[config.mk]
export PLATFORM = sky130hd
export DESIGN_NAME = stone_drawer_flat
export DESIGN_NICKNAME = d
export VERILOG_FILES = /design/src/rtl/stone_drawer_pkg.sv /design/src/rtl/stone_drawer_if.sv /design/src/rtl/stone_drawer_palette.sv /design/src/rtl/stone_drawer.sv /design/src/flat_wrapper.sv
export SDC_FILE = /design/constraint.sdc
export NUM_CORES = 1
export LEC_CHECK = 0
export BUFFER_PORTS_ARGS = -buffer_cell sky130_fd_sc_hd__buf_2
export CAP_MARGIN = 20
export CORE_MARGIN = 2
export CORE_UTILIZATION = 35
export DETAILED_ROUTE_END_ITERATION = 16
export PLACE_DENSITY_LB_ADDON = 0.12
export SLEW_MARGIN = 20
export SYNTH_ARGS = -nofsm -noshare
export SYNTH_HDL_FRONTEND = slang
export SYNTH_SLANG_ARGS = --single-unit
[constraint.sdc]
create_clock -name clock -period 6.6 [get_ports clock]
set_input_delay 1.32 -clock clock [delete_from_list [all_inputs] [get_ports clock]]
set_output_delay 1.32 -clock clock [all_outputs]
set_load 0.02 [all_outputs]
[src/rtl/stone_drawer_pkg.sv]
// Shared definitions for the stone RAM: field positions, type codes,
// colours and screen geometry. The rope controller imports the same
// field positions so both sides agree on the entry layout.
package stone_pkg;

  // Sprite and screen geometry
  localparam int SPRITE_SIZE = 16;
  localparam int SCREEN_W    = 320;
  localparam int SCREEN_H    = 240;

  // Cycles from draw_index valid to ram_q valid
  localparam int RAM_LATENCY = 2;

  // RAM entry field bit positions
  localparam int X_MSB    = 31;
  localparam int X_LSB    = 23;
  localparam int Y_MSB    = 18;
  localparam int Y_LSB    = 11;
  localparam int TYPE_MSB = 3;
  localparam int TYPE_LSB = 2;
  localparam int VIS      = 1;
  localparam int MOV      = 0;

  // Stone type codes
  typedef enum logic [1:0] {
    TYPE_STONE       = 2'd0,
    TYPE_GOLD        = 2'd1,
    TYPE_DIAMOND     = 2'd2,
    TYPE_DIAMOND_ALT = 2'd3
  } stone_type_e;

  // Sprite colours (3-bit RGB)
  localparam logic [2:0] COLOUR_STONE   = 3'b111;
  localparam logic [2:0] COLOUR_GOLD    = 3'b110;
  localparam logic [2:0] COLOUR_DIAMOND = 3'b011;

  // Drawer sequencing states
  typedef enum logic [2:0] {
    ST_IDLE,
    ST_ADDR,
    ST_WAIT,
    ST_LATCH,
    ST_DRAW,
    ST_NEXT,
    ST_FIN
  } draw_state_e;

  // Fields of one entry that rendering depends on
  typedef struct packed {
    logic [8:0]  x;
    logic [7:0]  y;
    stone_type_e kind;
    logic        visible;
  } stone_entry_t;

  // Pull the rendering fields out of a raw RAM word
  function automatic stone_entry_t unpack_entry(input logic [31:0] word);
    stone_entry_t e;
    e.x       = word[X_MSB:X_LSB];
    e.y       = word[Y_MSB:Y_LSB];
    e.kind    = stone_type_e'(word[TYPE_MSB:TYPE_LSB]);
    e.visible = word[VIS];
    return e;
  endfunction

endpackage

[src/rtl/stone_drawer_if.sv]
// Bundle between the stone drawer and its surroundings: pass control,
// the shared RAM read port and the pixel plot stream to the VGA adapter.
interface stone_drawer_if;

  logic        start;
  logic [3:0]  quantity;
  logic [31:0] ram_q;
  logic        draw_stone_flag;
  logic [3:0]  draw_index;
  logic        plot;
  logic [8:0]  plot_x;
  logic [7:0]  plot_y;
  logic [2:0]  plot_colour;
  logic        busy;
  logic        done;

  // Controller / RAM side
  modport master (
    output start, quantity, ram_q,
    input  draw_stone_flag, draw_index, plot, plot_x, plot_y,
           plot_colour, busy, done
  );

  // Drawer side
  modport slave (
    input  start, quantity, ram_q,
    output draw_stone_flag, draw_index, plot, plot_x, plot_y,
           plot_colour, busy, done
  );

endinterface

[src/rtl/stone_drawer_palette.sv]
// Combinational sprite lookup: colour from stone type, and transparency
// for the four corner pixels of the 16x16 sprite.
module stone_palette
  import stone_pkg::*;
(
  input  stone_type_e type_i,
  input  logic [3:0]  col_i,
  input  logic [3:0]  row_i,
  output logic [2:0]  colour_o,
  output logic        opaque_o
);

  localparam logic [3:0] EDGE_LAST = 4'(SPRITE_SIZE - 1);

  logic col_edge;
  logic row_edge;

  // Colour by type; both diamond codes share a colour
  always_comb begin
    // NOTE: every output of a combinational block gets a default first so no path leaves it unassigned and infers a latch.
    colour_o = COLOUR_DIAMOND;
    case (type_i)
      TYPE_STONE: colour_o = COLOUR_STONE;
      TYPE_GOLD:  colour_o = COLOUR_GOLD;
      default:    colour_o = COLOUR_DIAMOND;
    endcase
  end

  // Corners are where both column and row sit on a sprite edge
  always_comb begin
    col_edge = (col_i == 4'd0) || (col_i == EDGE_LAST);
    row_edge = (row_i == 4'd0) || (row_i == EDGE_LAST);
    opaque_o = !(col_edge && row_edge);
  end

endmodule

[src/rtl/stone_drawer.sv]
// Read side of the shared stone RAM. Each accepted start walks entries
// 0..quantity-1, latches every entry once, and for visible stones emits
// a clipped 16x16 sprite as single-pixel plot strobes. All outputs are
// registered from next-state values so they line up with the state they
// describe.
module stone_drawer
  import stone_pkg::*;
(
  input  logic          clock,
  input  logic          reset,
  stone_drawer_if.slave bus
);

  localparam logic [3:0] WAIT_LAST = 4'(RAM_LATENCY - 2);
  localparam logic [7:0] K_LAST    = 8'(SPRITE_SIZE * SPRITE_SIZE - 1);

  // Sequencer state and counters
  draw_state_e  state_q, state_d;
  logic [3:0]   index_q, index_d;
  logic [3:0]   qty_q,   qty_d;
  logic [7:0]   k_q,     k_d;
  logic [3:0]   wait_q,  wait_d;
  stone_entry_t entry_q, entry_d;

  // Registered outputs
  logic         flag_q,   flag_d;
  logic [3:0]   dindex_q, dindex_d;
  logic         plot_q,   plot_d;
  logic [8:0]   plot_x_q, plot_x_d;
  logic [7:0]   plot_y_q, plot_y_d;
  logic [2:0]   colour_q, colour_d;
  logic         busy_q,   busy_d;
  logic         done_q,   done_d;

  // Pixel geometry for the upcoming cycle
  logic [3:0]   col;
  logic [3:0]   row;
  logic [9:0]   px;
  logic [8:0]   py;
  logic [2:0]   pal_colour;
  logic         pal_opaque;
  logic         in_draw;

  // RAM bits that do not affect rendering (spare bits and the moving flag)
  logic         unused_ram_bits;
  assign unused_ram_bits = ^{bus.ram_q[22:19], bus.ram_q[10:4], bus.ram_q[MOV]};

  // Next-state sequencing: start, RAM wait, latch, sprite scan, advance
  always_comb begin
    state_d = state_q;
    index_d = index_q;
    qty_d   = qty_q;
    k_d     = k_q;
    wait_d  = wait_q;
    entry_d = entry_q;
    case (state_q)
      ST_IDLE: begin
        if (bus.start) begin
          qty_d   = bus.quantity;
          index_d = '0;
          state_d = (bus.quantity == 4'd0) ? ST_FIN : ST_ADDR;
        end
      end
      ST_ADDR: begin
        wait_d  = '0;
        state_d = ST_WAIT;
      end
      ST_WAIT: begin
        if (wait_q == WAIT_LAST) state_d = ST_LATCH;
        else                     wait_d  = wait_q + 4'd1;
      end
      ST_LATCH: begin
        // Entry is captured once here; rope writes during DRAW cannot tear it
        entry_d = unpack_entry(bus.ram_q);
        k_d     = '0;
        state_d = entry_d.visible ? ST_DRAW : ST_NEXT;
      end
      ST_DRAW: begin
        if (k_q == K_LAST) state_d = ST_NEXT;
        else               k_d     = k_q + 8'd1;
      end
      ST_NEXT: begin
        if (index_q + 4'd1 == qty_q) begin
          state_d = ST_FIN;
        end else begin
          index_d = index_q + 4'd1;
          state_d = ST_ADDR;
        end
      end
      ST_FIN:  state_d = ST_IDLE;
      default: state_d = ST_IDLE;
    endcase
  end

  // Sprite colour and corner mask for the pixel about to be presented
  stone_palette u_palette (
    .type_i   (entry_d.kind),
    .col_i    (col),
    .row_i    (row),
    .colour_o (pal_colour),
    .opaque_o (pal_opaque)
  );

  // Output values for the upcoming cycle, including screen clipping
  always_comb begin
    col     = k_d[3:0];
    row     = k_d[7:4];
    // Widened by one bit so sprites hanging off the right/bottom edge
    // compare correctly against the screen limits instead of wrapping
    px      = {1'b0, entry_d.x} + {6'd0, col};
    py      = {1'b0, entry_d.y} + {5'd0, row};
    in_draw = (state_d == ST_DRAW);

    plot_d   = in_draw && pal_opaque
               && (px < 10'(SCREEN_W)) && (py < 9'(SCREEN_H));
    plot_x_d = in_draw ? px[8:0] : '0;
    plot_y_d = in_draw ? py[7:0] : '0;
    colour_d = in_draw ? pal_colour : '0;
    flag_d   = (state_d != ST_IDLE);
    busy_d   = (state_d != ST_IDLE);
    done_d   = (state_d == ST_FIN);
    dindex_d = (state_d != ST_IDLE) ? index_d : '0;
  end

  // Sequencer registers
  always_ff @(posedge clock or posedge reset) begin
    if (reset) begin
      state_q <= ST_IDLE;
      index_q <= '0;
      qty_q   <= '0;
      k_q     <= '0;
      wait_q  <= '0;
      entry_q <= '0;
    end else begin
      // NOTE: sequential state uses non-blocking assignments so every register samples pre-edge values regardless of statement order.
      state_q <= state_d;
      index_q <= index_d;
      qty_q   <= qty_d;
      k_q     <= k_d;
      wait_q  <= wait_d;
      entry_q <= entry_d;
    end
  end

  // Output registers
  always_ff @(posedge clock or posedge reset) begin
    if (reset) begin
      flag_q   <= 1'b0;
      dindex_q <= '0;
      plot_q   <= 1'b0;
      plot_x_q <= '0;
      plot_y_q <= '0;
      colour_q <= '0;
      busy_q   <= 1'b0;
      done_q   <= 1'b0;
    end else begin
      flag_q   <= flag_d;
      dindex_q <= dindex_d;
      plot_q   <= plot_d;
      plot_x_q <= plot_x_d;
      plot_y_q <= plot_y_d;
      colour_q <= colour_d;
      busy_q   <= busy_d;
      done_q   <= done_d;
    end
  end

  assign bus.draw_stone_flag = flag_q;
  assign bus.draw_index      = dindex_q;
  assign bus.plot            = plot_q;
  assign bus.plot_x          = plot_x_q;
  assign bus.plot_y          = plot_y_q;
  assign bus.plot_colour     = colour_q;
  assign bus.busy            = busy_q;
  assign bus.done            = done_q;

endmodule

[src/flat_wrapper.sv]
// flat-port wrapper written by rule: the top's interface ports become plain ports
module stone_drawer_flat import stone_pkg::*;
  (clock, reset, bus_start, bus_quantity, bus_ram_q, bus_draw_stone_flag, bus_draw_index, bus_plot, bus_plot_x, bus_plot_y, bus_plot_colour, bus_busy, bus_done);
  stone_drawer_if bus_i ();
  input  logic clock;
  input  logic reset;
  input wire logic [$bits(bus_i.start)-1:0] bus_start;
  input wire logic [$bits(bus_i.quantity)-1:0] bus_quantity;
  input wire logic [$bits(bus_i.ram_q)-1:0] bus_ram_q;
  output wire logic [$bits(bus_i.draw_stone_flag)-1:0] bus_draw_stone_flag;
  output wire logic [$bits(bus_i.draw_index)-1:0] bus_draw_index;
  output wire logic [$bits(bus_i.plot)-1:0] bus_plot;
  output wire logic [$bits(bus_i.plot_x)-1:0] bus_plot_x;
  output wire logic [$bits(bus_i.plot_y)-1:0] bus_plot_y;
  output wire logic [$bits(bus_i.plot_colour)-1:0] bus_plot_colour;
  output wire logic [$bits(bus_i.busy)-1:0] bus_busy;
  output wire logic [$bits(bus_i.done)-1:0] bus_done;
  assign bus_i.start = bus_start;
  assign bus_i.quantity = bus_quantity;
  assign bus_i.ram_q = bus_ram_q;
  assign bus_draw_stone_flag = bus_i.draw_stone_flag;
  assign bus_draw_index = bus_i.draw_index;
  assign bus_plot = bus_i.plot;
  assign bus_plot_x = bus_i.plot_x;
  assign bus_plot_y = bus_i.plot_y;
  assign bus_plot_colour = bus_i.plot_colour;
  assign bus_busy = bus_i.busy;
  assign bus_done = bus_i.done;
  stone_drawer u_core (.clock(clock), .reset(reset), .bus(bus_i));
endmodule
Word-level counts from Yosys, hierarchy flattened
Cells that the tools add are included.
Word-level totals
  input bits: 39
  memory bits (read-only): 0
  latch bits: 0
  output and inout bits: 28
  RAM bits: 0
  register bits after elaboration: 70
  memories: 0
Operators by class
  $mul: 0
  eq/ne operators: 13
  order comparisons: 2
  reductions and logical operators: 17
  div/mod/pow operators: 0
  bitwise operators: 0
  $add $sub $neg: 5
  muxes and demuxes: 20
  shifts and indexed selects: 0
Operators by type and width (number)
  two-way mux 20 bit: 1
  two-way mux 3 bit: 6
  one-hot mux 3 bit (6 select lines): 1
  logical NOT 4 bit: 4
  two-way mux 4 bit: 4
  two-way mux 8 bit: 2
  one-hot mux 4 bit (2 select lines): 2
  one-hot mux 8 bit (2 select lines): 1
  == test 3 bit (second input constant): 4
  adder 9 x 4 -> 10 bit: 1
  less-than comparator 10 x 9 -> 1 bit (second input constant): 1
  adder 8 x 4 -> 9 bit: 1
  less-than comparator 9 x 8 -> 1 bit (second input constant): 1
  two-way mux 9 bit: 1
  adder 4 x 1 -> 4 bit (second input constant): 2
  adder 8 x 1 -> 8 bit (second input constant): 1
  == test 4 bit (second input constant): 2
  == test 8 bit (second input constant): 1
  == test 3 x 2 -> 1 bit (second input constant): 2
  one-hot mux 3 bit (2 select lines): 1
  == test 4 bit: 1
  logical AND 1 bit: 4
  AND reduction 2 bit: 2
  == test 3 x 1 -> 1 bit (second input constant): 1
  9 further kinds: 10

Logic depth before layout (Yosys ltp)
  depth after elaboration: 10
  gate-level depth with buffers: 15
  depth with buffers taken out: 13

Modules after synthesis
Synthesis repeated with hierarchy kept, for this count alone.
Second synthesis, totals
  cells, all modules: 343
  area total of the unflattened synthesis: 3444.6 um^2
Modules (own cells, without submodules)
  stone_drawer: seq. area each 1726.7 um^2, instances 1, cells each 334, area each 3380.7 um^2
  stone_palette: seq. area each 0.0 um^2, instances 1, cells each 9, area each 63.8 um^2

Least setup slack after synthesis
No wires, ideal clock.
  path kind: flip-flop to flip-flop
  from: register u_core.k_q[0]
  to: register u_core.plot_q, in the netlist u_core.bus.plot
  data required time: 6.504 ns
  clock period less this slack: 2.993 ns
  data arrival time: 2.898 ns
  path slack: 3.607 ns
  stages on the path, launching flop included: 13
  path through: dfrtp_1 -> ha_1 -> and3_1 -> a211o_1 -> a221oi_1 -> ha_1 -> inv_1 -> or2_2 -> mux2i_1 -> o21ai_1 -> and3_1 -> a21o_1 -> a311oi_2
Between the ends
  cells in the longest elaborated chain, start to end: 10
  elaborated cells on any way between the ends: 22
  classes of those cells: add/sub: 3; order compare: 2; eq/ne: 4; mux: 4; reduce/logical: 9
RTL lines
  start, declared: RTL line stone_drawer.sv:21  | logic [7:0] k_q, k_d;
  start signal, assigned: RTL line stone_drawer.sv:139  | k_q <= k_d;
  adder 8 x 1 -> 8 bit / == test 8 bit (equally long branches): RTL line stone_drawer.sv:80, stone_drawer.sv:79
  two-way mux 8 bit: RTL line stone_drawer.sv:79  | if (k_q == K_LAST) state_d = ST_NEXT;
  one-hot mux 8 bit (2 select lines) (*): RTL line stone_drawer.sv:56  | case (state_q)
  via u_core.k_d[0]: RTL line stone_drawer.sv:21
  branches (longest 5 deep; another with adder 9 x 4 -> 10 bit)
  logical AND 1 bit (*) (2 in series): RTL line stone_drawer.sv:115  | && (px < 10'(SCREEN_W)) && (py < 9'(SCREEN_H));
  via u_core.plot_d: RTL line stone_drawer.sv:28  | logic plot_q, plot_d;
  end signal, assigned: RTL line stone_drawer.sv:159  | plot_q <= plot_d;
  end, declared: RTL line stone_drawer.sv:28
Mark *: on every way through the listed nets, which the timed path passes.
A chain may end at the register's enable or synchronous reset.

Final worst setup path
Ends and elaborated chain as after synthesis.

==> run metrics <==
outcome=finished clean; Max Clock Skew=10.19 ps; Slew Viols, Final=0; element type at the critical path end=flip-flop; clock slew at reported path FFs=70 ps; post-synthesis cell area=around 3600 um^2; # diodes=0; post-layout minimum cycle time=approximately 3500 ps; max frequency=284.7 MHz; 1st-iter DRT viols=about 160; #FFs+latches synth=slightly below 70; FF-to-FF End=u_core.bus.plot; Distinct cells, synth=60; CTS Sinks=69; CP Cell Sequence=ha_1, and3_1, a211o_1, a221oi_1, ha_1, inv_1, or2_2, mux2i_1, o21ai_1, and3_1, a21o_1, a311oi_2; Final period util=53.22%; CTS tree=built; Slew headroom=between 20 and 30%; CP Launch Point=u_core.k_q[0]; Fin. Hold Viols=0; Worst setup SP type=flip-flop; fin nets=471; final core occ=41.62%; Core ar.=roughly 10,000 um^2; Congestion Overflow GR=0; CP arrival=3780 ps; first-pass GRT wire length=13.83 mm; total CTS buffers=9; initial antenna violation count=0; crit-path max FO=5; Worst IR Drop VDD=roughly 160 uV; # setup viols final=0; P_leak=about 0.0021 uW; Crit path required time=approximately 6900 ps; number of global-route vias before repair=between 2k and 3k; GRT Resource Usage Total=15.71%; Post-Syn Instances=between 300 and 400; io pins=67; starting density of the core=approximately 36%; RSZ-0062 raised after global routing=false; Clk Latency, worst-skew pair=between 300 and 400 ps; DR DRC count=0; Root Driver=clkbuf_8; Max Cap Violations=0; dpl cell area=~4000 um^2; Non-Filler Instances=roughly 560; Most used DFF post-synth=dfrtp_1; largest net degree at the start of global routing=70; # resized after CTS=0; std cell rows=37; Die Area=between 10,000 and 15,000 um^2; Post-CTS Hold Buffers=0; fin area=around 4200 um^2; Async SR Flop Fraction=between 90% and 100%; Crit Path Category=reg -> reg; pwr dens=roughly 420 nW/um^2; Hold Path Class=reg -> reg; antenna-violating nets left=0; sequential-to-total area share from yosys stat=a little under half; H-tree levels=3; Mapped Nets=approximately 420; Max stage delay on crit path=~580 ps; Setup TNS Final=0 ps; DPL Wire Length=approximately 5.6 mm; die height=105.7 um; actual transition at the worst max-transition pin=1042 ps; Placed Instances=approximately 550; Clock Tree Buf Depth=2; worst r2r path cells=12; Post-CTS Setup Inserts=0; Vias/cell=a little under 5; Port Buffers=54; WL final=~8.0 mm; Synth Area per Inst=between 9 and 10 um^2; Via Count=about 2.7k; RR Startpoint=u_core.k_q[0]; final total power=between 1500 and 2000 uW; Crit-path slowest cell=a221oi_1; area grow syn2layout=17.11%; Critical Path Sink=u_core.bus.plot; Reg2Reg Setup Slack=approximately 3100 ps; layout cells sized above 1=approximately 22%; Synth Warn #=0; Placer Congestion=~0.80; first-pass iteration count of the detailed router=5; Post-synth EDFFs=0; die width=~110 um; WL/cell=approximately 14 um
## worst max-delay path: cells and delay by family (launching register included)
kind | cells | cell delay (ps)
buffers and inverters | 1 | 50
DFF | 1 | 410
adders and majority gates | 2 | 590
muxes | 1 | 250
and+or+nand+nor | 3 | 680
AOI/OAI and AO/OA | 5 | 1460
## logic make-up after synthesis
logic type | synth area share (%)
compound gates | 11.89
xor+xnor | 5.081
fa+ha+maj | 4.148
buf+inv | 3.698
flops | 47.70
mux | 5.427
simple gates | 22.05
## metal layers
metal / track usage, % / vias to the layer above / wire length, um / part of all wire [%]
met1: 20.19 / 1292 / 3861 / 48
met4: 6.109 / 0 / 117 / 1.5
met3: 3.649 / 11 / 246 / 3.1
met5: 0 / - / 0 / 0
li1: - / 1376 / - / -
met2: 25.67 / 45 / 3799 / 47
## registers in the layout, summed over array words and instances, names as in the netlist
name,cells
u_core.wait_q,4
u_core.bus.plot,1
u_core.bus.plot_y,8
u_core.index_q,4
u_core.bus.done,1
u_core.bus.plot_x,9
u_core.qty_q,4
u_core.bus.plot_colour,3
u_core.k_q,8
u_core.entry_q,19
u_core.bus.draw_stone_flag,1
u_core.state_q,3
u_core.bus.draw_index,4
## through the flow
step                setup WS [ps]  hold slack [ps]
floorplan                    3540            441.0
global placement             3059            454.9
detailed placement           3073            462.1
CTS                          3063            481.2
global route                 2759            515.3
finish                       3087            476.2
## area by class of cell
cell class,count,area [um^2]
timing repair buffer,56,285.3
sequential,69,1727
tap,136,170.2
fill,1041,5946
clock inverter,4,70.07
clock buffer,12,155.1
multi-input combinational,265,1759
inverter,19,72.57
## placed cells by master, fill, tap and decap left out, types with 6 or more instances in the layout
master    Yosys  final
a31oi_1      10     10
inv_1        18     17
ha_1         12     12
xor2_1        7      7
buf_2         4     54
dfrtp_1      69     69
clkbuf_8      0     11
nand2_1      75     75
mux2i_1      14     14
and2_1       11     11
a21oi_1       9      9
nor2_1       27     27
o21ai_0       7      7
xnor2_1      14     14
and3_1        6      6
and4_1        6      6
## where the power goes
group	internal, uW	total [uW]	leakage (uW)	switching [uW]
combinational	276	748	0.00108	472
clock	232	395	0.000116	162
sequential	559	644	0.000906	84.7
## synthesized netlist by cell type, types with 3 or more instances
cell	instances	area, um^2
buf_4	4	30.03
mux2i_1	14	140.1
xor2_1	7	61.31
nand3_1	4	20.02
or2_2	3	18.77
nand3b_1	3	22.52
and3_1	6	37.54
nand4_1	3	18.77
and2_1	11	68.82
dfrtp_1	69	1727
a21oi_1	9	45.04
a31oi_1	10	62.56
ha_1	12	150.1
buf_2	4	20.02
nand2_1	75	281.5
a211oi_1	4	30.03
nor3_1	3	15.01
xnor2_1	14	122.6
o21ai_0	7	35.03
and4_1	6	52.55
inv_1	18	67.56
mux2_2	3	33.78
nor2_1	27	101.4
## worst min-delay path by stage
stage	endpoint	slack (ps)	startpoint	cells after the start
2_1_floorplan	u_core.entry_q[1]	440	u_core.entry_q[1]	2
3_3_place_gp	u_core.entry_q[1]	450	u_core.entry_q[1]	2
3_5_place_dp	u_core.entry_q[1]	460	u_core.entry_q[1]	2
4_1_cts	u_core.entry_q[1]	480	u_core.entry_q[1]	2
5_1_grt	u_core.entry_q[6]	520	u_core.entry_q[6]	2
6_report	u_core.entry_q[1]	480	u_core.entry_q[1]	2
Power figures use the tool's default switching activity.
